==> src/rtl/cpu_ctrl_pkg.sv <==
// cpu_ctrl_pkg
//   Shared encodings for the main-control decoder of the multi-cycle
//   MIPS-subset CPU: opcode values, control-word bit positions, the
//   REGDST / ALUB field encodings, the 13-bit control word type and a
//   helper that packs individual fields into a control word.
package cpu_ctrl_pkg;

    // Opcodes (instr[31:26])
    localparam logic [5:0] OP_RTYPE = 6'h00;
    localparam logic [5:0] OP_J     = 6'h02;
    localparam logic [5:0] OP_JAL   = 6'h03;
    localparam logic [5:0] OP_BEQ   = 6'h04;
    localparam logic [5:0] OP_BNE   = 6'h05;
    localparam logic [5:0] OP_ADDI  = 6'h08;
    localparam logic [5:0] OP_ADDIU = 6'h09;
    localparam logic [5:0] OP_ANDI  = 6'h0C;
    localparam logic [5:0] OP_ORI   = 6'h0D;
    localparam logic [5:0] OP_XORI  = 6'h0E;
    localparam logic [5:0] OP_LUI   = 6'h0F;
    localparam logic [5:0] OP_LW    = 6'h23;
    localparam logic [5:0] OP_SW    = 6'h2B;

    // Control word layout
    localparam int CTRL_W    = 13;
    localparam int B_JUMP    = 0;
    localparam int B_BRANCH  = 1;
    localparam int B_JSRC    = 2;
    localparam int B_MEMWR   = 3;
    localparam int B_MEMRD   = 4;
    localparam int B_REGWR   = 5;
    localparam int B_MEM2REG = 6;
    localparam int B_REGDST  = 7;   // 2-bit field [8:7]
    localparam int B_ALUB    = 9;   // 2-bit field [10:9]
    localparam int B_ALUA    = 11;
    localparam int B_RTYPE   = 12;

    // REGDST field: destination register select (2'b11 is reserved)
    localparam logic [1:0] REGDST_RT = 2'b00;
    localparam logic [1:0] REGDST_RD = 2'b01;
    localparam logic [1:0] REGDST_RA = 2'b10;   // $31, link register

    // ALUB field: second ALU operand select
    localparam logic [1:0] ALUB_RB      = 2'b00;
    localparam logic [1:0] ALUB_FOUR    = 2'b01;
    localparam logic [1:0] ALUB_IMM     = 2'b10;
    localparam logic [1:0] ALUB_IMM_SH2 = 2'b11;

    typedef logic [CTRL_W-1:0] ctrl_word_t;

    // Packs named fields into a control word so the decode table reads
    // by meaning rather than by hex constant.
    function automatic ctrl_word_t make_word(
        input logic       rtype,
        input logic       alua,
        input logic [1:0] alub,
        input logic [1:0] regdst,
        input logic       mem2reg,
        input logic       regwr,
        input logic       memrd,
        input logic       memwr,
        input logic       jsrc,
        input logic       branch,
        input logic       jump
    );
        ctrl_word_t w;
        w                       = '0;
        w[B_RTYPE]              = rtype;
        w[B_ALUA]               = alua;
        w[B_ALUB+1:B_ALUB]      = alub;
        w[B_REGDST+1:B_REGDST]  = regdst;
        w[B_MEM2REG]            = mem2reg;
        w[B_REGWR]              = regwr;
        w[B_MEMRD]              = memrd;
        w[B_MEMWR]              = memwr;
        w[B_JSRC]               = jsrc;
        w[B_BRANCH]             = branch;
        w[B_JUMP]               = jump;
        return w;
    endfunction

endpackage

==> src/rtl/ctrl_decoder.sv <==
// ctrl_decoder
//   Main-control decoder. The opcode latched in IF is decoded into a
//   13-bit control word that is registered and valid from the next cycle.
//   Only the opcode is decoded; R-type ALU ops come from funct in the
//   datapath.
// Ports
//   clk     in   1   rising-edge clock
//   rst     in   1   asynchronous active-high reset, clears signal
//   op      in   6   instruction opcode instr[31:26]
//   signal  out  13  registered control word
module ctrl_decoder
    import cpu_ctrl_pkg::*;
(
    input  logic              clk,
    input  logic              rst,
    input  logic [5:0]        op,
    output logic [CTRL_W-1:0] signal
);

    ctrl_word_t decoded;

    // Field order: rtype, alua, alub, regdst, mem2reg, regwr, memrd,
    //              memwr, jsrc, branch, jump
    always_comb begin
        decoded = '0;
        case (op)
            OP_RTYPE:
                decoded = make_word(1'b1, 1'b1, ALUB_RB, REGDST_RD,
                                    1'b0, 1'b1, 1'b0, 1'b0, 1'b0, 1'b0, 1'b0);
            OP_J:
                decoded = make_word(1'b0, 1'b0, ALUB_RB, REGDST_RT,
                                    1'b0, 1'b0, 1'b0, 1'b0, 1'b0, 1'b0, 1'b1);
            // jal writes PC+4 into $31: ALU computes PC + 4.
            OP_JAL:
                decoded = make_word(1'b0, 1'b0, ALUB_FOUR, REGDST_RA,
                                    1'b0, 1'b1, 1'b0, 1'b0, 1'b0, 1'b0, 1'b1);
            // Branch target add uses PC + (sext imm << 2); the RA/RB
            // comparison is done in the datapath.
            OP_BEQ, OP_BNE:
                decoded = make_word(1'b0, 1'b0, ALUB_IMM_SH2, REGDST_RT,
                                    1'b0, 1'b0, 1'b0, 1'b0, 1'b0, 1'b1, 1'b0);
            OP_ADDI, OP_ADDIU, OP_ANDI, OP_ORI, OP_XORI, OP_LUI:
                decoded = make_word(1'b0, 1'b1, ALUB_IMM, REGDST_RT,
                                    1'b0, 1'b1, 1'b0, 1'b0, 1'b0, 1'b0, 1'b0);
            OP_LW:
                decoded = make_word(1'b0, 1'b1, ALUB_IMM, REGDST_RT,
                                    1'b1, 1'b1, 1'b1, 1'b0, 1'b0, 1'b0, 1'b0);
            OP_SW:
                decoded = make_word(1'b0, 1'b1, ALUB_IMM, REGDST_RT,
                                    1'b0, 1'b0, 1'b0, 1'b1, 1'b0, 1'b0, 1'b0);
            // Unlisted (and X/Z in simulation) opcodes become a NOP.
            default:
                decoded = '0;
        endcase
    end

    always_ff @(posedge clk or posedge rst) begin
        if (rst) signal <= '0;
        else     signal <= decoded;
    end

endmodule

==> config.mk <==
export PLATFORM = sky130hd
export DESIGN_NAME = ctrl_decoder
export DESIGN_NICKNAME = d
export VERILOG_FILES = /design/src/rtl/cpu_ctrl_pkg.sv /design/src/rtl/ctrl_decoder.sv
export SDC_FILE = /design/constraint.sdc
export NUM_CORES = 1
export LEC_CHECK = 0
export BUFFER_PORTS_ARGS = -buffer_cell sky130_fd_sc_hd__buf_4
export CAP_MARGIN = 10
export CORE_AREA = 2 2 39 41
export DETAILED_ROUTE_END_ITERATION = 8
export DIE_AREA = 0 0 41 43
export GPL_TIMING_DRIVEN = 0
export RECOVER_POWER = 25
export SLEW_MARGIN = 20
export SYNTH_ARGS = -nofsm -noshare
export SYNTH_HDL_FRONTEND = slang
export SYNTH_SLANG_ARGS = --single-unit
==> constraint.sdc <==
create_clock -name clk -period 0.8 [get_ports clk]
set_clock_uncertainty 0.1 [all_clocks]
set_input_delay 0.08 -clock clk [delete_from_list [all_inputs] [get_ports clk]]
set_output_delay 0.08 -clock clk [all_outputs]
set_load 0.02 [all_outputs]
-- Word-level counts from Yosys, hierarchy flattened
Memory sizes are Yosys's and may differ from the RTL's. A register that Yosys moved wholly into a read port is not among the register bits.
Index checks and enable logic that the tools add are counted.
- bits in registers: 13
- ROM bits: 768
- bits of input ports: 8
- output and inout port bits: 13
- logic and storage cells: 2
- memories: 1
- memories (name ; depth ; bits a word ; rd ports ; clocked after memory_dff ; wr ports ; RTL line ; RTL):
    (name not given) ; 64 ; 12 ; 1 ; 1 ; 0 ; ctrl_decoder.sv:26 ; case (op)

-- Depth between registers and ports, before layout
Gate-level depths: netlist of run 1.
- depth in word-level cells: 0
- mapped depth: 5
- mapped depth without buffers: 5

-- Worst setup path before layout of run 1
No wires, ideal clock.
- path type: input-to-reg
- from: input port op[0]
- to: register signal[5]
- setup time: 0.080 ns
- data arrival time: 0.829 ns
- required time: 0.620 ns
- setup slack: -0.209 ns
- cell stages on the path: 4
- buffers on the path: 0
- cell sequence: ha_1 > nand2b_4 > or3b_4 > o22ai_2
- RTL lines (element ; RTL line ; RTL):
    start, declared ; ctrl_decoder.sv:16 ; input logic [5:0] op,
    end, declared ; ctrl_decoder.sv:17 ; output logic [CTRL_W-1:0] signal

-- Worst setup path in the final report of run 1
- from: register signal[6]
- to: output port signal[6]
No word-level cell between the ends.

==> impl_metrics.env, run 1 <==
export IMPL_synth_top_area_share_pct=55.1
export IMPL_critPathMostFrequentCell="buf_6"
export IMPL_p_leak_uw=0.000391
export IMPL_yosys_warnings=0
export IMPL_cts_made_buffers=3
export IMPL_maxCapViolCount=0
export IMPL_syn_to_final_growth_pct=67.8
export IMPL_finalCriticalPeriod_ns=1.05
export IMPL_m1WireLength_um=301
export IMPL_fin_cells=82
export IMPL_synth_distinct_cells=17
export IMPL_grt_max_degree=11
export IMPL_crit_type="flop to primary output"
export IMPL_crit_family="flip-flops"
export IMPL_async_flop_share_pct=100
export IMPL_cp_slowest_cell="dfrtp_1"
export IMPL_cp_data_arrival_time_ns=0.87
export IMPL_wl_per_cell_um=9.96
export IMPL_ant_nets=0
export IMPL_seqPwrFrac_pct=51.1
export IMPL_cts_hold_buf=2
export IMPL_cts_htree_levels=1
export IMPL_violations="hold timing, setup timing"
export IMPL_dp_hpwl_um=666
export IMPL_ys_seq_area_share_pct=55.1
export IMPL_place_congestion=0.725
export IMPL_max_stage_delay_ns=0.39
export IMPL_cts_root_buf="clkbuf_4"
export IMPL_dieWidth_um=41
export IMPL_fillers=125
export IMPL_synth_main_ff_cell="dfrtp_1"
export IMPL_ys_ff_latch=10
export IMPL_track_usage_pct=11.5
export IMPL_worst_path_max_fanout=2
export IMPL_rows=14
export IMPL_core_area_um2=1380
export IMPL_drc_errors=0
export IMPL_power_frac_clock_pct=29.6
export IMPL_synth_area_per_cell_um2=11.1
export IMPL_dr_wl_met3_um=45
export IMPL_syn_nets=51
export IMPL_drt_vias_per_instance=4.43
export IMPL_rsz0062_at_grt="yes"
export IMPL_floorplan_initialDensity_pct=32.8
export IMPL_grt_overflow_total=0
export IMPL_highest_signal_layer="met4"
export IMPL_drive_gt1_share_pct=54.5
export IMPL_numPortBuffers=18
export IMPL_critPathBufInv=2
export IMPL_synth_largest_area_cell="dfrtp_1"
export IMPL_grt_pass1_wl_mm=1.24
export IMPL_finalSetupViolCount=13
export IMPL_p_int_uw=798
export IMPL_grt_pass1_vias=320
export IMPL_status="finished, violations left"
export IMPL_antenna_found_initial=0
export IMPL_fin_tns_setup_ns=-1.90
export IMPL_cts_buffer_depth=2
export IMPL_ir_worst_vdd_mv=0.589
export IMPL_clock_sinks=10
export IMPL_met2_length_um=450
export IMPL_die_area_um2=1760
export IMPL_hold_start="op[3]"
export IMPL_combPwrFrac_pct=19.4
export IMPL_cts_tree="built"
export IMPL_fin_ws_ns=-0.251
export IMPL_holdWs_ns=-0.100
export IMPL_vias=363
export IMPL_drt_iter0_drc=3
export IMPL_layout_commonest_cell="buf_6"
export IMPL_largest_reg_flops=10
export IMPL_cp_cell_sequence="buf_6 -> buf_6"
export IMPL_synth_area_um2=454
export IMPL_regArea_um2=250
export IMPL_final_cell_mix="buf_6 (13), dfrtp_1 (10), buf_4 (8), inv_1 (5), nor2_1 (5)"
export IMPL_nets=78
export IMPL_top_register="signal"
export IMPL_endpoint_kind="primary output"
export IMPL_whs_path_depth=2
export IMPL_synth_edf_count=0
export IMPL_hold_violations=4
export IMPL_synthTopCellsByArea="dfrtp_1 (55%), ha_1 (5.5%), buf_4 (5.0%)"
export IMPL_power_switching_share_pct=22.5
export IMPL_min_path_type="primary input to flop"
export IMPL_fmax_mhz=952
export IMPL_syn_inst=41
export IMPL_antenna_cells=0
export IMPL_slew_violations=0
export IMPL_place_inst=75
export IMPL_hold_end="signal[6]"
export IMPL_wl_um=817
export IMPL_timing_final_crit_share_pct=131
export IMPL_power_switching_uw=232
export IMPL_drt_pre_antenna_iters=4
export IMPL_path_clk_slew_ns=0.05
export IMPL_multi_input_comb_area_um2=179
export IMPL_required_ns=0.62
export IMPL_post_route_util_pct=55.1
export IMPL_critPathLaunchType="flop"
export IMPL_powerDensity_nw_per_um2=1350
export IMPL_reg_largest_list="signal: 10 flops"
export IMPL_num_io_pins=21
export IMPL_dieHeight_um=43
[metal layers]
metal	vias up	track usage, %
met4	0	12.0
met2	16	16.9
met1	166	11.7
li1	179	-
met3	2	3.14
met5	-	0
[stage by stage]
stage / hold slack [ns] / area, um^2 / total power, uW / setup slack, ns
floorplan: -0.180 / 480 / 629 / -0.169
global placement: -0.0325 / 636 / 696 / -0.327
CTS: -0.105 / 749 / 1050 / -0.264
finish: -0.100 / 762 / 1030 / -0.251
global route: -0.113 / 762 / 1090 / -0.287
detailed placement: -0.0272 / 636 / 699 / -0.331
[power by group through the flow]
stage / logic [uW] / clock network [uW] / registers (uW)
after detailed placement: 167 / 0 / 532
final: 200 / 304 / 526
after floorplan: 79.4 / 0 / 550
after global placement: 164 / 0 / 532
after global routing: 218 / 348 / 526
after CTS: 196 / 324 / 526
[worst max-delay path by stage]
stage | start | endpoint | slack, ns | depth (start not counted)
2_1_floorplan | op[0] | signal[5] | -0.17 | 4
5_1_grt | signal[7] | signal[12] | -0.29 | 2
3_3_place_gp | op[1] | signal[5] | -0.33 | 5
6_report | signal[6] | signal[6] | -0.25 | 2
4_1_cts | signal[6] | signal[6] | -0.26 | 2
3_5_place_dp | op[0] | signal[5] | -0.33 | 5
[final cells by class]
cell class              count  share of cell area (%)
flip-flops and latches     10                    32.8
repair buffers             22                    29.7
multi-input cells          22                    23.5
plain buffers               4                    5.91
clock buffers               3                    2.96
well taps                  16                    2.63
inverters                   5                    2.46
[synth_stat cells, drive strengths merged (2+ instances only)]
master	instances
ha	2
a21oi	3
buf	4
inv	5
o21ai	2
nor2	6
dfrtp	10
[timing repair]
action | 4_1_cts | 5_1_grt
endpoints found under the hold margin | 16 | 4
cloned | 0 | 0
pin swaps | 3 | 3
endpoints found under the setup margin | 17 | 14
setup buffers | 1 | 1
resized for setup | 17 | 3
[cells by family (layout without fill, tap and decap cells)]
| family | after synthesis | in the layout | share of synthesized area [%] |
|---|---|---|---|
| flip-flops | 10 | 10 | 55.1 |
| AND/OR/NAND/NOR | 12 | 12 | 16.5 |
| other | 1 | 1 | 0.826 |
| buffers and inverters | 9 | 34 | 11.6 |
| AO/OA/AOI/OAI | 7 | 7 | 10.5 |
| adder cells (fa/ha/maj) | 2 | 2 | 5.51 |
Note: power is estimated with default switching activity, not from simulation.
==> run 2, diff against run 1 <==
- ABC_AREA: unset -> 1
==> run 2 against run 1 <==
The run ends with setup timing left. Clock power up 3%. Worst hold slack better by 0.11 ns. Fmax decreased by 1.6%. Die area unchanged. Routed wire length decreased by 8.9%. Synthesized cell count grew 22%. Non-clock buffer count down 3. Power fell by 2.0%. Cell area down 11%. Critical endpoint unchanged. Largest power group unchanged.
==> impl_metrics.env, run 2 <==
export IMPL_synth_adder_area_share_pct=5.62
export IMPL_grt_pass1_wl_mm=1.19
export IMPL_final_cell_mix="nand2_1 (13), buf_6 (13), dfrtp_1 (10), inv_1 (8), buf_4 (8)"
export IMPL_stdcell_area_um2=682
export IMPL_synth_xor_area_share_pct=0
export IMPL_ant_nets=0
export IMPL_synth_area_um2=445
export IMPL_async_flop_share_pct=100
export IMPL_syn_to_final_growth_pct=53.1
export IMPL_hold_end="signal[0]"
export IMPL_hold_violations=0
export IMPL_synth_top_family_by_area="simple AND/OR/NAND/NOR gates"
export IMPL_drt_iter0_drc=1
export IMPL_largest_reg_flops=10
export IMPL_nets=85
export IMPL_antenna_cells=0
export IMPL_synth_main_ff_cell="dfrtp_1"
export IMPL_hold_start="op[1]"
export IMPL_synth_edf_count=0
export IMPL_synth_commonest_cells="nand2_1 (12), dfrtp_1 (10), inv_1 (9), nor2_1 (5), buf_4 (3)"
export IMPL_clock_sinks=10
export IMPL_synthSimpleGateAreaFrac_pct=22.5
export IMPL_synthTopCellsByArea="dfrtp_1 (56%), nand2_1 (10%), inv_1 (7.6%)"
export IMPL_ir_worst_vdd_mv=0.506
export IMPL_grt_overflow_total=0
export IMPL_cp_slowest_cell="dfrtp_1"
export IMPL_cts_tree="built"
export IMPL_numPortBuffers=19
export IMPL_pre_cts_ws_ns=-0.135
export IMPL_track_usage_pct=9.96
export IMPL_dieWidth_um=41
export IMPL_required_ns=0.62
export IMPL_dp_hpwl_um=620
export IMPL_synth_area_per_cell_um2=8.91
export IMPL_worst_path_max_fanout=2
export IMPL_violations="setup timing"
export IMPL_synth_compound_area_share_pct=2.25
export IMPL_drt_pre_antenna_iters=2
export IMPL_slew_violations=0
export IMPL_synth_distinct_cells=13
export IMPL_rsz0062_at_grt="yes"
export IMPL_drc_errors=0
export IMPL_post_route_util_pct=49.3
export IMPL_floorplan_initialDensity_pct=32.2
export IMPL_critPathBufInv=2
export IMPL_finalSetupViolCount=12
export IMPL_syn_inst=50
export IMPL_min_path_type="primary input to flop"
export IMPL_wl_um=744
export IMPL_cts_root_buf="clkbuf_4"
export IMPL_rows=14
export IMPL_timing_final_crit_share_pct=133
export IMPL_vias=381
export IMPL_fmax_mhz=937
export IMPL_path_clk_slew_ns=0.06
export IMPL_status="finished, violations left"
export IMPL_grt_pass1_vias=321
export IMPL_cts_made_buffers=3
export IMPL_whs_path_depth=3
export IMPL_maxCapViolCount=0
export IMPL_dieHeight_um=43
export IMPL_endpoint_kind="primary output"
export IMPL_cts_buffer_depth=2
export IMPL_synth_top_area_share_pct=56.2
export IMPL_crit_type="flop to primary output"
export IMPL_synth_most_common_cell="nand2_1"
export IMPL_ys_ff_latch=10
export IMPL_p_leak_uw=0.000394
export IMPL_ys_seq_area_share_pct=56.2
export IMPL_fin_tns_setup_ns=-1.90
export IMPL_placed_cell_area_um2=608
export IMPL_drt_vias_per_instance=4.28
export IMPL_antenna_found_initial=0
export IMPL_crit_family="flip-flops"
export IMPL_grt_max_degree=11
export IMPL_num_io_pins=21
export IMPL_top_register="signal"
export IMPL_core_area_um2=1380
export IMPL_die_area_um2=1760
export IMPL_reg_largest_list="signal: 10 flops"
export IMPL_max_stage_delay_ns=0.40
export IMPL_syn_nets=60
export IMPL_cts_htree_levels=1
export IMPL_powerDensity_nw_per_um2=1480
export IMPL_finalCriticalPeriod_ns=1.07
export IMPL_critPathMostFrequentCell="buf_6"
export IMPL_place_congestion=0.773
export IMPL_synth_largest_area_cell="dfrtp_1"
export IMPL_cp_data_arrival_time_ns=0.89
export IMPL_critPathLaunchType="flop"
export IMPL_cp_cell_sequence="buf_6 -> buf_6"
export IMPL_drive_gt1_share_pct=35.6
export IMPL_synth_mux_area_share_pct=0
export IMPL_yosys_warnings=0
export IMPL_wl_per_cell_um=8.36
export IMPL_fin_ws_ns=-0.268
[run 2: cell types whose count changed in the layout (fill, tap and decap cells not counted), moves of 2 or more]
cell,before,now
nor2_1,5,7
o21ai_2,2,0
buf_8,3,0
inv_1,5,8
nand2_1,1,13
a21oi_1,3,1
[run 2: cells by family (layout without fill, tap and decap cells)]
group | after synthesis | in the layout
other | 1 | 1
AOI/OAI and AO/OA | 2 | 2
and+or+nand+nor | 23 | 23
adders and majority gates | 2 | 2
buffers and inverters | 12 | 35
DFF | 10 | 10
[run 2: per-layer routing]
metal,wire length [um],global-route usage (%)
met1,309,12.0
met2,395,14.7
met3,39,1.57
met4,0,8.00
met5,0,0
[run 2: layout make-up]
class / count / area [um^2]
flip-flops and latches: 10 / 250
multi-input cells: 28 / 131
plain buffers: 3 / 30.0
fillers: 136 / 702
well taps: 16 / 20.0
inverters: 9 / 37.5
repair buffers: 20 / 190
clock buffers: 3 / 22.5
[run 2: worst max-delay path by stage]
stage,from,to,slack (ns),depth (start not counted)
final,signal[6],signal[6],-0.27,2
after global routing,signal[7],signal[12],-0.30,2
after CTS,signal[7],signal[12],-0.27,2
after detailed placement,op[1],signal[5],-0.14,6
after global placement,op[1],signal[5],-0.12,6
after floorplan,signal[7],signal[12],0.007,1
[run 2: timing repair]
action | in CTS | in global routing
gates resized for setup | 12 | 2
gates cloned | 0 | 0
hold endpoints to repair | 11 | 0
hold buffers | 1 | 0
setup buffers | 0 | 0
setup endpoints to repair | 12 | 22
[run 2: metrics by stage]
stage | power [uW] | hold WS [ns] | instances
2_1_floorplan | 622 | -0.180 | 50
4_1_cts | 1030 | -0.00140 | 89
3_5_place_dp | 693 | -0.0244 | 85
5_1_grt | 1060 | 0.0131 | 89
6_report | 1010 | 0.00886 | 89
3_3_place_gp | 691 | -0.0324 | 85
[run 2: power by group]
part | total, uW | internal, uW | switching [uW]
Clock | 313 | 172 | 141
Combinational | 166 | 77.5 | 88.7
Sequential | 529 | 522 | 7.25
